`src/rtl/csv_pkg.sv`:
```
// Shared ASCII constants and FSM state encoding for the CSV field parser.
package csv_pkg;

    localparam logic [7:0] CHR_COMMA = 8'h2C;
    localparam logic [7:0] CHR_LF    = 8'h0A;
    localparam logic [7:0] CHR_CR    = 8'h0D;
    localparam logic [7:0] CHR_0     = 8'h30;
    localparam logic [7:0] CHR_9     = 8'h39;

    typedef enum logic [1:0] {
        ST_IDLE  = 2'd0,
        ST_PARSE = 2'd1,
        ST_EMIT  = 2'd2
    } csv_state_e;

endpackage

```
`src/rtl/csv_dec_acc.sv`:
```
// Combinational decimal accumulate step: sum = acc*10 + digit, with overflow flag.
module csv_dec_acc #(
    parameter int unsigned W = 16
) (
    input  logic [W-1:0] acc_i,
    input  logic [3:0]   digit_i,
    output logic [W-1:0] sum_o,
    output logic         ovf_o
);

    localparam int unsigned WW = W + 4;

    logic [WW-1:0] wide;

    // Extra four bits hold any carry past W so overflow is exact.
    always_comb begin
        wide  = WW'(acc_i) * WW'(10) + WW'(digit_i);
        sum_o = wide[W-1:0];
        ovf_o = |wide[WW-1:W];
    end

endmodule

```
`src/rtl/csv_field_parser.sv`:
```
// CSV field parser: pops ASCII bytes from a FIFO, accumulates unsigned decimal
// fields and emits one result per ',' or LF terminator.
// Optional feature: define CSV_PARSER_SAT_EN to saturate on overflow instead of
// wrapping and flagging an error.
module csv_field_parser
    import csv_pkg::*;
#(
    parameter int unsigned VAL_WIDTH = 16,
    parameter int unsigned IDX_WIDTH = 4
) (
    input  logic                 clk,
    input  logic                 resetn,
    input  logic                 fifo_rready,
    output logic                 fifo_rreq,
    input  logic [7:0]           fifo_rdata,
    output logic                 o_valid,
    input  logic                 i_ready,
    output logic [VAL_WIDTH-1:0] o_value,
    output logic [IDX_WIDTH-1:0] o_field_idx,
    output logic                 o_eol,
    output logic                 o_err
);

    csv_state_e           state_q, state_d;
    logic [VAL_WIDTH-1:0] acc_q, acc_d;
    logic                 err_q, err_d;
    logic [IDX_WIDTH-1:0] idx_q, idx_d;
    logic                 armed_q;

    logic                 valid_q, valid_d;
    logic [VAL_WIDTH-1:0] value_q, value_d;
    logic [IDX_WIDTH-1:0] oidx_q, oidx_d;
    logic                 eol_q, eol_d;
    logic                 oerr_q, oerr_d;

    logic [VAL_WIDTH-1:0] step_sum;
    logic                 step_ovf;
    logic                 is_digit;

    assign is_digit = (fifo_rdata >= CHR_0) && (fifo_rdata <= CHR_9);

    csv_dec_acc #(.W(VAL_WIDTH)) u_dec_acc (
        .acc_i   (acc_q),
        .digit_i (4'(fifo_rdata - CHR_0)),
        .sum_o   (step_sum),
        .ovf_o   (step_ovf)
    );

    // Next-state, datapath and pop-request logic.
    always_comb begin
        state_d   = state_q;
        acc_d     = acc_q;
        err_d     = err_q;
        idx_d     = idx_q;
        valid_d   = valid_q;
        value_d   = value_q;
        oidx_d    = oidx_q;
        eol_d     = eol_q;
        oerr_d    = oerr_q;
        fifo_rreq = 1'b0;

        case (state_q)
            ST_IDLE: begin
                // armed_q keeps the pop request low during and right at reset release.
                fifo_rreq = fifo_rready & armed_q;
                if (fifo_rreq) begin
                    state_d = ST_PARSE;
                end
            end
            ST_PARSE: begin
                state_d = ST_IDLE;
                if (is_digit) begin
`ifdef CSV_PARSER_SAT_EN
                    // All-ones re-overflows on any later digit, so it sticks for the field.
                    acc_d = step_ovf ? {VAL_WIDTH{1'b1}} : step_sum;
`else
                    acc_d = step_sum;
                    if (step_ovf) begin
                        err_d = 1'b1;
                    end
`endif
                end else if (fifo_rdata == CHR_COMMA || fifo_rdata == CHR_LF) begin
                    state_d = ST_EMIT;
                    valid_d = 1'b1;
                    value_d = acc_q;
                    oidx_d  = idx_q;
                    eol_d   = (fifo_rdata == CHR_LF);
                    oerr_d  = err_q;
                end else if (fifo_rdata != CHR_CR) begin
                    err_d = 1'b1;
                end
            end
            ST_EMIT: begin
                if (i_ready) begin
                    state_d = ST_IDLE;
                    valid_d = 1'b0;
                    acc_d   = '0;
                    err_d   = 1'b0;
                    idx_d   = eol_q ? '0 : idx_q + IDX_WIDTH'(1);
                end
            end
            default: begin
                state_d = ST_IDLE;
            end
        endcase
    end

    // State and output registers.
    always_ff @(posedge clk or negedge resetn) begin
        if (!resetn) begin
            state_q <= ST_IDLE;
            acc_q   <= '0;
            err_q   <= 1'b0;
            idx_q   <= '0;
            armed_q <= 1'b0;
            valid_q <= 1'b0;
            value_q <= '0;
            oidx_q  <= '0;
            eol_q   <= 1'b0;
            oerr_q  <= 1'b0;
        end else begin
            state_q <= state_d;
            acc_q   <= acc_d;
            err_q   <= err_d;
            idx_q   <= idx_d;
            armed_q <= 1'b1;
            valid_q <= valid_d;
            value_q <= value_d;
            oidx_q  <= oidx_d;
            eol_q   <= eol_d;
            oerr_q  <= oerr_d;
        end
    end

    assign o_valid     = valid_q;
    assign o_value     = value_q;
    assign o_field_idx = oidx_q;
    assign o_eol       = eol_q;
    assign o_err       = oerr_q;

endmodule

```
`config.mk`:
```
export PLATFORM = sky130hd
export DESIGN_NAME = csv_field_parser
export DESIGN_NICKNAME = d
export VERILOG_FILES = /design/src/rtl/csv_pkg.sv /design/src/rtl/csv_dec_acc.sv /design/src/rtl/csv_field_parser.sv
export SDC_FILE = /design/constraint.sdc
export NUM_CORES = 1
export LEC_CHECK = 0
export CAP_MARGIN = 20
export CORE_ASPECT_RATIO = 0.8
export CORE_MARGIN = 1.5
export CORE_UTILIZATION = 61
export DETAILED_ROUTE_END_ITERATION = 12
export GPL_ROUTABILITY_DRIVEN = 0
export PLACE_DENSITY = 0.88
export SLEW_MARGIN = 20
export SYNTH_ARGS = -nofsm -noshare
export SYNTH_HDL_FRONTEND = slang
export SYNTH_SLANG_ARGS = --single-unit
```
`constraint.sdc`:
```
create_clock -name clk -period 8.75 [get_ports clk]
set_input_delay 1.3125 -clock clk [delete_from_list [all_inputs] [get_ports clk]]
set_output_delay 1.3125 -clock clk [all_outputs]
set_load 0.005 [all_outputs]
```
==> run metrics <==
final hold viol count 0; Slew HR 29.9%; setup bufs post-CTS 0; layout cells sized above 1 12.2%; Post-Synthesis Net Count 364; Synth Instances 318; via count 2561; Synth Flop Type dfrtp_1; skew final 0.0141 ns; Post-Route WL 7000 um; most frequent cells in the layout dfrtp_1 (47), clkdlybuf4s50_1 (34), ha_1 (32); EDFF count, synth 0; GR Overflow Total 0; initial DRC count 116; final setup violation count 0; Yosys cell types 58; Crit Path Max Fanout 2; RSZ-0062 raised after global routing no; # rows 23; period utilization 43.4%; main combinational cell family by area after synthesis simple AND/OR/NAND/NOR gates; critical path endpoint category primary output; power per cell area 124 nW/um^2; Peak Freq 263 MHz; Detailed Routing Iterations Pass 1 4; Seq cells post-synth 47; DP HPWL 5170 um; number of diodes 0; most common cell after layout, fill and taps aside dfrtp_1; register area share after synthesis 36.6%; Ports 36; Tmin final 3.80 ns; Power, Total 455 uW; via/cell ratio 6.17; Bufs on Longest Clock Path 2; core box area 5040 sq um; DR WL/cell 16.9 um; port bufs 35; Arr. time, crit path 2.49 ns; Mapped Avg Cell Area 10.1 sq um; leakage 0.00170 uW; Syn Std Cell Area 3210 sq um; Die Area 5710 sq um; first-pass GRT wire length 12200 um; Synthesis Warnings 0; All-Layer GR Usage 27.1%; Worst Path Required 7.44 ns; Slew @ Worst Pin 1.05 ns; Max-Cap Viols 0; setup TNS 0 ns; Die Height 67.9 um; Peak supply drop 0.000104 V; CTS sink cnt 47; H-tree Lvls 2; vias in the first global route 2575; CTS Hold Bufs 0; CTS tree yes; DRC Markers 0; starting density of the core 63.8%; simple logic cell fraction of the synthesized area 17.5%; worst hold path class flip-flop to flip-flop; post-route ant nets 0; Resize count post-CTS 0; Crit Path Class primary input to primary output; Max Slew Vio Count 0; status finished clean; initial antenna violation count 0; mux cell area share after synthesis 8.61%; Adder-Cell Fraction of Synth Area 13.7%; Synth Area in Compound Gates 15.5%; Chip Width 84.1 um; Post-Synth XOR/XNOR Area 5.46%; Final Net Count 398; Clk Latency, worst-skew pair 0.32 ns; CP Launch Type primary input; clock slew at reported path FFs 0.09 ns; CTS buffer count 5; Area Overhead vs Synth 14.6%; ys async rst share 100%; utilization after layout 73.0%; Root Buffer clkbuf_8; pin count of the biggest net entering global routing 48
==> through the flow <==
step | cells | instance area [sq um] | setup WS (ns) | hold slack (ns)
2_1_floorplan | 318 | 3210 | 5.73 | 0.460
3_3_place_gp | 407 | 3580 | 4.81 | 0.458
3_5_place_dp | 407 | 3580 | 4.71 | 0.468
4_1_cts | 415 | 3680 | 4.95 | 0.491
5_1_grt | 415 | 3680 | 4.79 | 0.509
6_report | 415 | 3680 | 4.95 | 0.486
==> state kept, by name (all words and copies together), names as in the netlist, 2 cells and up <==
signal       cells
acc_q           16
o_field_idx      4
o_value         16
state_q          2
idx_q            4
==> cells by family (layout without fill, tap and decap cells) <==
family / after synthesis / after routing
compound gates: 73 / 73
fa+ha+maj: 34 / 34
simple gates: 105 / 105
other cells: 1 / 1
xor+xnor: 20 / 20
buf+inv: 13 / 48
mux: 25 / 25
flops: 47 / 47
==> routing by layer <==
layer,track usage [%],part of all wire [%]
met5,0,0
met3,6.39,4.4
met1,34.3,46
met4,7.38,2.2
met2,47.7,47
==> cell usage after synthesis, types with 3 or more instances <==
| cell type | number | share of area [%] |
|---|---|---|
| dfrtp_1 | 47 | 37 |
| ha_1 | 32 | 12 |
| nand2_1 | 24 | 2.8 |
| nand3_1 | 24 | 3.7 |
| mux2_2 | 21 | 7.4 |
| o21ai_0 | 17 | 2.6 |
| a21oi_1 | 16 | 2.5 |
| nor2_1 | 15 | 1.8 |
| xnor2_1 | 12 | 3.3 |
| nor3_1 | 10 | 1.6 |
| xor2_1 | 8 | 2.2 |
| a211oi_1 | 7 | 1.6 |
| nor2b_1 | 6 | 1.2 |
| o31ai_1 | 6 | 1.4 |
| a21o_1 | 4 | 0.94 |
| buf_2 | 4 | 0.62 |
| inv_1 | 4 | 0.47 |
| mux2i_1 | 4 | 1.2 |
| nand2b_1 | 4 | 0.78 |
| o21ai_1 | 4 | 0.62 |
| buf_6 | 3 | 1.1 |
==> final cells by class <==
class,count,area (sq um)
Tap cell,62,77.6
Clock inverter,2,13.8
Inverter,4,15.0
Timing Repair Buffer,36,355
Fill cell,338,1360
Sequential cell,47,1180
Multi-Input combinational cell,258,1960
Clock buffer,6,82.6
==> final timing paths <==
| kind | start | to | slack, ns | cells after the start |
|---|---|---|---|---|
| max | fifo_rready | fifo_rreq | 4.95 | 4 |
| min | o_valid$_DFFE_PN0P_ | o_valid$_DFFE_PN0P_ | 0.49 | 2 |
| max reg2reg | acc_q[1]$_DFFE_PN0P_ | err_q$_DFFE_PN0P_ | 5.33 | 11 |
| min reg2reg | o_valid$_DFFE_PN0P_ | o_valid$_DFFE_PN0P_ | 0.49 | 2 |
| max in group asynchronous | resetn | acc_q[8]$_DFFE_PN0P_ | 7.36 | 1 |
| min in group asynchronous | resetn | idx_q[2]$_DFFE_PN0P_ | 0.98 | 1 |
==> report_power, final <==
group	leakage, uW	switching, uW	internal, uW
logic	0.00102	41.9	35.9
registers	0.000633	8.94	224
clock network	0.0000516	78.7	64.7
total	0.00170	130	325
==> worst max-delay path, stage by stage <==
cell             delay (ns)
clkdlybuf4s50_1        0.45
nand2_1                0.06
nor3_1                 0.12
clkdlybuf4s50_1        0.53
Note: power is estimated with default switching activity, not from simulation.
